==> src/rtl/programmable_countdown_timer.sv <==
`default_nettype none
// ============================================================================
//  Module   : programmable_countdown_timer
//  Purpose  : Run-time programmable countdown timer for Morse symbol timing.
//             Supports one-shot/periodic mode, prescaler, pause, clear and
//             a sticky expiry flag. Optional macro TIMER_WRAP_COUNT_EN adds
//             a saturating 8-bit expiry counter output (wrap_count).
//  Revision : 1.0 - initial release
// ============================================================================
module programmable_countdown_timer #(
  parameter int WIDTH    = 27,
  parameter int PRESCALE = 1
) (
  input  logic             clk_100Mhz,
  input  logic             reset,
  input  logic             start,
  input  logic [WIDTH-1:0] load_value,
  input  logic             periodic,
  input  logic             pause,
  input  logic             clear,
  output logic [WIDTH-1:0] count,
  output logic             running,
  output logic             time_out,
  output logic             expired
`ifdef TIMER_WRAP_COUNT_EN
  ,
  output logic [7:0]       wrap_count
`endif
);

  typedef enum logic [1:0] {
    S_IDLE = 2'd0,
    S_RUN  = 2'd1,
    S_DONE = 2'd2
  } state_t;

  // Prescaler needs at least one bit even when every edge is a tick.
  localparam int              PW           = (PRESCALE > 1) ? $clog2(PRESCALE) : 1;
  localparam logic [PW-1:0]   C_PRESC_LAST = PW'(PRESCALE - 1);
  localparam logic [WIDTH-1:0] C_ONE       = WIDTH'(1);
  localparam logic [WIDTH-1:0] C_ZERO      = '0;

  state_t           r_state,    w_state;
  logic [WIDTH-1:0] r_count,    w_count;
  logic [WIDTH-1:0] r_reload,   w_reload;
  logic             r_periodic, w_periodic;
  logic [PW-1:0]    r_presc,    w_presc;
  logic             r_time_out, w_time_out;
  logic             r_expired,  w_expired;
  logic             r_running,  w_running;

  // State and output registers; every output comes straight from a flop.
  always_ff @(posedge clk_100Mhz) begin
    if (reset) begin
      r_state    <= S_IDLE;
      r_count    <= '0;
      r_reload   <= '0;
      r_periodic <= 1'b0;
      r_presc    <= '0;
      r_time_out <= 1'b0;
      r_expired  <= 1'b0;
      r_running  <= 1'b0;
    end else begin
      r_state    <= w_state;
      r_count    <= w_count;
      r_reload   <= w_reload;
      r_periodic <= w_periodic;
      r_presc    <= w_presc;
      r_time_out <= w_time_out;
      r_expired  <= w_expired;
      r_running  <= w_running;
    end
  end

  // Next-state logic, priority clear > start > pause > count.
  always_comb begin
    w_state    = r_state;
    w_count    = r_count;
    w_reload   = r_reload;
    w_periodic = r_periodic;
    w_presc    = r_presc;
    w_time_out = 1'b0;
    w_expired  = r_expired;

    if (clear) begin
      w_state   = S_IDLE;
      w_count   = C_ZERO;
      w_presc   = '0;
      w_expired = 1'b0;
    end else if (start) begin
      w_count    = load_value;
      w_reload   = load_value;
      w_periodic = periodic;
      w_presc    = '0;
      w_expired  = 1'b0;
      if (load_value == C_ZERO) begin
        // A zero load expires immediately and never enters RUN.
        w_state    = S_DONE;
        w_time_out = 1'b1;
        w_expired  = 1'b1;
      end else begin
        w_state = S_RUN;
      end
    end else if ((r_state == S_RUN) && !pause) begin
      if (r_presc == C_PRESC_LAST) begin
        w_presc = '0;
        if (r_count > C_ONE) begin
          w_count = r_count - C_ONE;
        end else begin
          w_time_out = 1'b1;
          w_expired  = 1'b1;
          if (r_periodic) begin
            w_count = r_reload;
          end else begin
            w_count = C_ZERO;
            w_state = S_DONE;
          end
        end
      end else begin
        w_presc = r_presc + PW'(1);
      end
    end

    w_running = (w_state == S_RUN);
  end

  assign count    = r_count;
  assign running  = r_running;
  assign time_out = r_time_out;
  assign expired  = r_expired;

`ifdef TIMER_WRAP_COUNT_EN
  logic [7:0] r_wrap;

  // Saturating expiry counter, updated on the same edge that raises time_out.
  always_ff @(posedge clk_100Mhz) begin
    if (reset || clear) begin
      r_wrap <= 8'd0;
    end else if (start) begin
      r_wrap <= (load_value == C_ZERO) ? 8'd1 : 8'd0;
    end else if (w_time_out && (r_wrap != 8'hFF)) begin
      r_wrap <= r_wrap + 8'd1;
    end
  end

  assign wrap_count = r_wrap;
`endif

endmodule
`default_nettype wire

==> config.mk <==
export PLATFORM = sky130hd
export DESIGN_NAME = programmable_countdown_timer
export DESIGN_NICKNAME = d
export VERILOG_FILES = /design/src/rtl/programmable_countdown_timer.sv
export SDC_FILE = /design/constraint.sdc
export NUM_CORES = 1
export LEC_CHECK = 0
export ABC_AREA = 1
export CORE_UTILIZATION = 32
export CTS_BUF_LIST = sky130_fd_sc_hd__clkbuf_2
export DETAILED_ROUTE_END_ITERATION = 12
export PLACE_DENSITY = 0.63
export SYNTH_ARGS = -nofsm -noshare
export SYNTH_HDL_FRONTEND = slang
export SYNTH_SLANG_ARGS = --single-unit
export TNS_END_PERCENT = 1
==> constraint.sdc <==
create_clock -name clk_100Mhz -period 4.71 [get_ports clk_100Mhz]
set_input_delay 0.7065 -clock clk_100Mhz [delete_from_list [all_inputs] [get_ports clk_100Mhz]]
set_output_delay 0.7065 -clock clk_100Mhz [all_outputs]
set_load 0.01 [all_outputs]
=== Yosys cells after proc, flatten, opt, wreduce, memory -nomap -nowiden ===
Index checks and enable logic that the tools add are counted.
Widths: inputs -> output; s select.

* Logic and storage cells: 47
* Flip-flop bits (word level): 61

* Bitwise operators: 1
* Magnitude comparators: 1
* Reductions and logical operators: 9
* Equality and inequality tests: 4
* Add/sub/neg operators: 2
* Multiplexer cells: 22

{| class="wikitable"
|+ Operators by type and width
! kind !! number
|-
| $mux 27 || 5
|-
| $gt 27x1->1 const B || 1
|-
| $logic_not 27->1 || 1
|-
| $sub 27x1->27 const B || 1
|-
| $mux 2 || 7
|-
| $mux 1 || 10
|-
| $eq 2x1->1 const B || 2
|-
| $ne 2x2->1 const B || 2
|-
| $reduce_and 2->1 || 2
|-
| $reduce_and 3->1 || 1
|-
| $reduce_or 3->1 || 1
|-
| $reduce_bool 2->1 || 1
|-
| $reduce_or 2->1 || 1
|-
| $add 1x1->1 const B || 1
|-
| $logic_and 1x1->1 || 1
|-
| $logic_not 1->1 || 1
|-
| $not 1->1 || 1
|}

=== Depth between registers and ports, before layout ===
* Depth after elaboration: 7
* Gate-level depth with buffers: 13
* Mapped depth without buffers: 13

=== Worst setup path before layout ===
No wires, ideal clock.

* Path kind: in2reg
* Start: in pause
* End: reg r_count[3] (netlist: count[3])
* Buffers on the path: 1
* Library setup time: 0.129 ns
* Stages on the path: 7
* Setup slack: 2.895 ns
* Data arrival time: 1.686 ns
* Cells stage by stage: nor3_2 inv_2 nand2_1 buf_2 o22ai_1 a21oi_1 nor2_1

* Cells in the longest elaborated chain, start to end: 4

{| class="wikitable"
|+ RTL lines
! what !! RTL line !! RTL
|-
| start: declaration || 19 || <nowiki>input logic pause,</nowiki>
|-
| $logic_not 1->1 || 104 || <nowiki>end else if ((r_state == S_RUN) && !pause) begin</nowiki>
|-
| $logic_and 1x1->1 || 104 ||
|-
| $reduce_bool 2->1 (no source line) || -- ||
|-
| $reduce_and 2->1 (no source line) || -- ||
|-
| end signal: assignment || 65 || <nowiki>r_count <= w_count;</nowiki>
|-
| end: declaration || 44 || <nowiki>logic [WIDTH-1:0] r_count, w_count;</nowiki>
|}

Every way passes these cells.
A chain may end at the register's enable or synchronous reset.

=== Final worst setup path ===
* Start: in start
* End: reg r_count[9] (netlist: count[9])

* Cells in the longest elaborated chain, start to end: 2
* Elaborated cells between the ends (all ways): 4
* Classes of those cells: eq/ne (1); mux (1); reduce/logical (2)

{| class="wikitable"
|+ RTL lines
! what !! RTL line !! RTL
|-
| start: declaration || 16 || <nowiki>input logic start,</nowiki>
|-
| $ne 2x2->1 (no source line) or $reduce_bool 2->1 (tied branches) || -- ||
|-
| $reduce_and 2->1 (no source line) || -- ||
|}

Several ways; a longest one is shown, not always the timed one.

==> impl_summary.log <==
[metrics] result of the run: finished, final reports clean
[metrics] count of hold-fix buffers inserted at cts: 0
[metrics] fin worst setup slack: 2172 ps
[metrics] top-count cell post-synth: sky130_fd_sc_hd__nand2_1
[metrics] fin crit share: 0.5389
[metrics] share of flip-flops with an asynchronous set or reset after synthesis: 0
[metrics] Reg2Reg Depth: 9
[metrics] final count of pins violating max slew: 0
[metrics] DRC violations left: 0
[metrics] largest voltage drop on the vdd net: 0.1072 mV
[metrics] Synth warnings: 0
[metrics] hold path depth: 2
[metrics] layout cells sized above 1: 0.1093
[metrics] top achievable clock speed: roughly 390 MHz
[metrics] Nets: 645
[metrics] Simple-Gate Fraction of Synth Area: 0.3498
[metrics] Worst R2R Start: r_state[0]
[metrics] Largest delay share family, worst path: buffers and inverters
[metrics] first-pass GRT wire length: around 18 mm
[metrics] top cell types by occurrence after synthesis: sky130_fd_sc_hd__nand2_1, sky130_fd_sc_hd__nor2_1, sky130_fd_sc_hd__inv_1
[metrics] number of global-route vias before repair: 3,732
[metrics] worst setup slack before clock tree synthesis: between 1500 and 2000 ps
[metrics] Post-Synthesis Cells: 558
[metrics] total number of H-tree levels: 3
[metrics] total track usage: 0.1951
[metrics] placeable core area: about 11,000 um2
[metrics] type of element launching the critical path: input port
[metrics] main combinational cell family by area after synthesis: simple AND/OR/NAND/NOR gates
[metrics] CP max-delay cell: sky130_fd_sc_hd__nand2_1
[metrics] final antenna-violating net count: 0
[metrics] Worst Path Buf+Inv: 4
[metrics] die area: between 10,000 and 15,000 um2
[metrics] area delta synth->final: 20.05%
[metrics] Mapped Avg Cell Area: approximately 6.7 um2
[metrics] total routed wirelength: 10.82 mm
[metrics] Placement Rows: 39
[metrics] number of storage elements in the synthesis netlist: 60
[metrics] Setup TNS Final: 0 ps
[metrics] leakage power figure: between 0.0015 and 0.002 uW
[metrics] Bufs on Longest Clock Path: 2
[metrics] most used flip-flop cell after synthesis: sky130_fd_sc_hd__dfxtp_1
[metrics] most area-hungry cell type in the Yosys netlist: sky130_fd_sc_hd__dfxtp_1
[metrics] root buffer selected by CTS: sky130_fd_sc_hd__clkbuf_2
[metrics] vias post-DR: approximately 3,800
[metrics] clock network latency to the later pin of the worst-skew pair: 490 ps
[metrics] area fraction of the dominant cell type after synthesis: 0.3214
[metrics] slew at the pin with the worst max-slew slack: 1146 ps
[metrics] max_slew headroom: 0.2351
[metrics] area of the mapped netlist: 3737 um2
[metrics] post-synthesis net count: around 600
[metrics] Top-Level Pins: 63
[metrics] endpoints failing hold: 0
[metrics] remaining global-route overflow: 0
[metrics] clock period minus worst slack: about 2500 ps
[metrics] first-iteration detailed-routing DRC count: approximately 190
[metrics] final number of setup-violating endpoints: 0
[metrics] routed length per instance: 14.32 um
[metrics] number of enable flip-flop cells after synthesis: 0
[metrics] half-perimeter wire length after detailed placement: 7.970 mm
[metrics] sequential cell area fraction in the yosys report: 0.3214
[metrics] share of cell area taken by muxes after synthesis: 0
[metrics] die boundary height: roughly 110 um
[metrics] ANT cells: 0
[metrics] maximum number of pins on one net before global-route repair: 35
[metrics] ordered list of cells on the worst path: clkdlybuf4s50_1, inv_2, nand2_1, inv_2, nand2_1, o21ai_0, inv_1, a21oi_1
[metrics] Port Buf Inserts: slightly above 60
[metrics] class of the most critical setup path: in2reg
[metrics] R2R Path End: count[2]
[metrics] clock-pin slew reported for the worst setup and hold paths after clock tree synthesis: 170 ps
[metrics] worst setup slack for register-to-register paths: 2640 ps
[metrics] number of detailed-route iterations in the first pass: 7
[metrics] GPL Wtd Cong: 0.8681
[metrics] final setup skew: around 24 ps
[metrics] Synth Area in XOR/XNOR: 0.03984
[metrics] detailed-route vias per instance: 4.974
[metrics] clock sinks: 60
[metrics] cell types with the largest area share after synthesis: sky130_fd_sc_hd__dfxtp_1, sky130_fd_sc_hd__nand2_1, sky130_fd_sc_hd__nor2_1
[metrics] Max stage delay on crit path: between 500 and 600 ps
[metrics] Num CTS Buffers: 9
[metrics] CP Capture Type: flip-flop
[metrics] total power divided by cell area: 257.2 nW/um2
[metrics] max-cap violation count: 0
[metrics] start point of the worst hold path: r_reload[23]
[metrics] TritonCTS clock tree: done
[metrics] initial antenna violation count: 0
[metrics] class of the tightest hold or removal check: reg2reg
[metrics] data arrival time of the critical path: between 2000 and 3000 ps
[metrics] post-CTS setup-driven buffer insertion count: 0
[metrics] RSZ-0062 raised after global routing: false
[metrics] adder-cell share of the synthesized area: 0.006696
[metrics] complex-gate fraction of the synthesized area: 0.1644
[metrics] number of cells upsized or downsized after cts: 0
[metrics] sink of the worst hold path: r_reload[23]
[metrics] critical path data required time: just over 5000 ps
[metrics] CP max FO: 33
[metrics] number of distinct library cells after synthesis: 36
[metrics] width of the die: between 100 and 150 um
[metrics] initial core utilization: 0.3273
how the worst max path moves through the flow:
stage / start / cells after the start / slack, ps / endpoint
after detailed placement: start / 8 / 1660 / count[17]
after global routing: start / 8 / 1980 / count[9]
final: start / 8 / 2170 / count[9]
after floorplan: pause / 7 / 2890 / count[3]
after CTS: start / 8 / 2190 / count[17]
after global placement: start / 8 / 1710 / count[18]
flip-flops by register name, indices dropped and copies added, names as in the netlist:
signal and flops:
r_state 2, expired 1, time_out 1, r_periodic 1, r_reload 27, count 27
running 1
cells in the final DEF (no fill, tap or decap), types with 6 or more instances in the layout:
| cell type | Yosys | layout |
|---|---|---|
| sky130_fd_sc_hd__nand2_1 | 116 | 116 |
| sky130_fd_sc_hd__nor2_1 | 85 | 84 |
| sky130_fd_sc_hd__inv_1 | 69 | 69 |
| sky130_fd_sc_hd__clkdlybuf4s50_1 | 0 | 62 |
| sky130_fd_sc_hd__dfxtp_1 | 60 | 60 |
| sky130_fd_sc_hd__a21oi_1 | 39 | 39 |
| sky130_fd_sc_hd__a211oi_1 | 26 | 26 |
| sky130_fd_sc_hd__nand3_1 | 21 | 21 |
| sky130_fd_sc_hd__xor2_1 | 17 | 17 |
| sky130_fd_sc_hd__o22ai_1 | 17 | 17 |
| sky130_fd_sc_hd__nand2_2 | 10 | 10 |
| sky130_fd_sc_hd__o21ai_0 | 10 | 10 |
| sky130_fd_sc_hd__nor2_2 | 9 | 9 |
| sky130_fd_sc_hd__nand3_2 | 9 | 9 |
| sky130_fd_sc_hd__clkbuf_2 | 0 | 9 |
| sky130_fd_sc_hd__inv_2 | 8 | 8 |
| sky130_fd_sc_hd__nand4_1 | 8 | 8 |
| sky130_fd_sc_hd__nor2_4 | 5 | 6 |
worst reg2reg max path: cells and delay by family (launching register included):
family                 cells  cell delay, ps
AOI/OAI and AO/OA          2             220
and+or+nand+nor            4             960
buffers and inverters      3             380
DFF                        1             370
through the flow:
step | util | hold slack [ps] | power, uW | std cells | area (um2)
after detailed placement | 0.3871 | 464.6 | 914.5 | 742 | 4420
after CTS | 0.3929 | 485.7 | 1156 | 756 | 4487
after global placement | 0.3871 | 453.1 | 912.3 | 742 | 4420
after global routing | 0.3929 | 518.8 | 1228 | 756 | 4487
after floorplan | - | 441.0 | 821.9 | 558 | 3737
final | 0.3929 | 485.1 | 1154 | 756 | 4487
report_power, final:
part           internal, uW  leakage [uW]  switching (uW)
registers               533      0.000492            27.5
clock network          57.0     0.0000499             192
logic                   134       0.00136             211
total                   723       0.00190             431
routing by layer:
metal  track usage  up-vias  wire (um)
li1              -     1906          -
met1        0.2434     1731       4992
met2        0.3326      103       5060
met3       0.03351       20        537
met4       0.07714        0        233
met5             0        -          0
cells by family (layout without fill, tap and decap cells):
family / Yosys count / in the layout
AO/OA/AOI/OAI: 101 / 101
flip-flops: 60 / 60
buffers and inverters: 102 / 157
AND/OR/NAND/NOR: 276 / 276
adder cells (fa/ha/maj): 2 / 2
XOR/XNOR: 17 / 17
cell type report:
cell class,count,area (um2)
clock inverter,5,21.27
fill,1245,6932
tap,143,178.9
inverter,78,294.0
sequential,60,1201
clock buffer,9,45.04
multi-input combinational,396,2103
timing repair buffer,65,643.1
No activity file was read; power rests on OpenSTA's default activity.
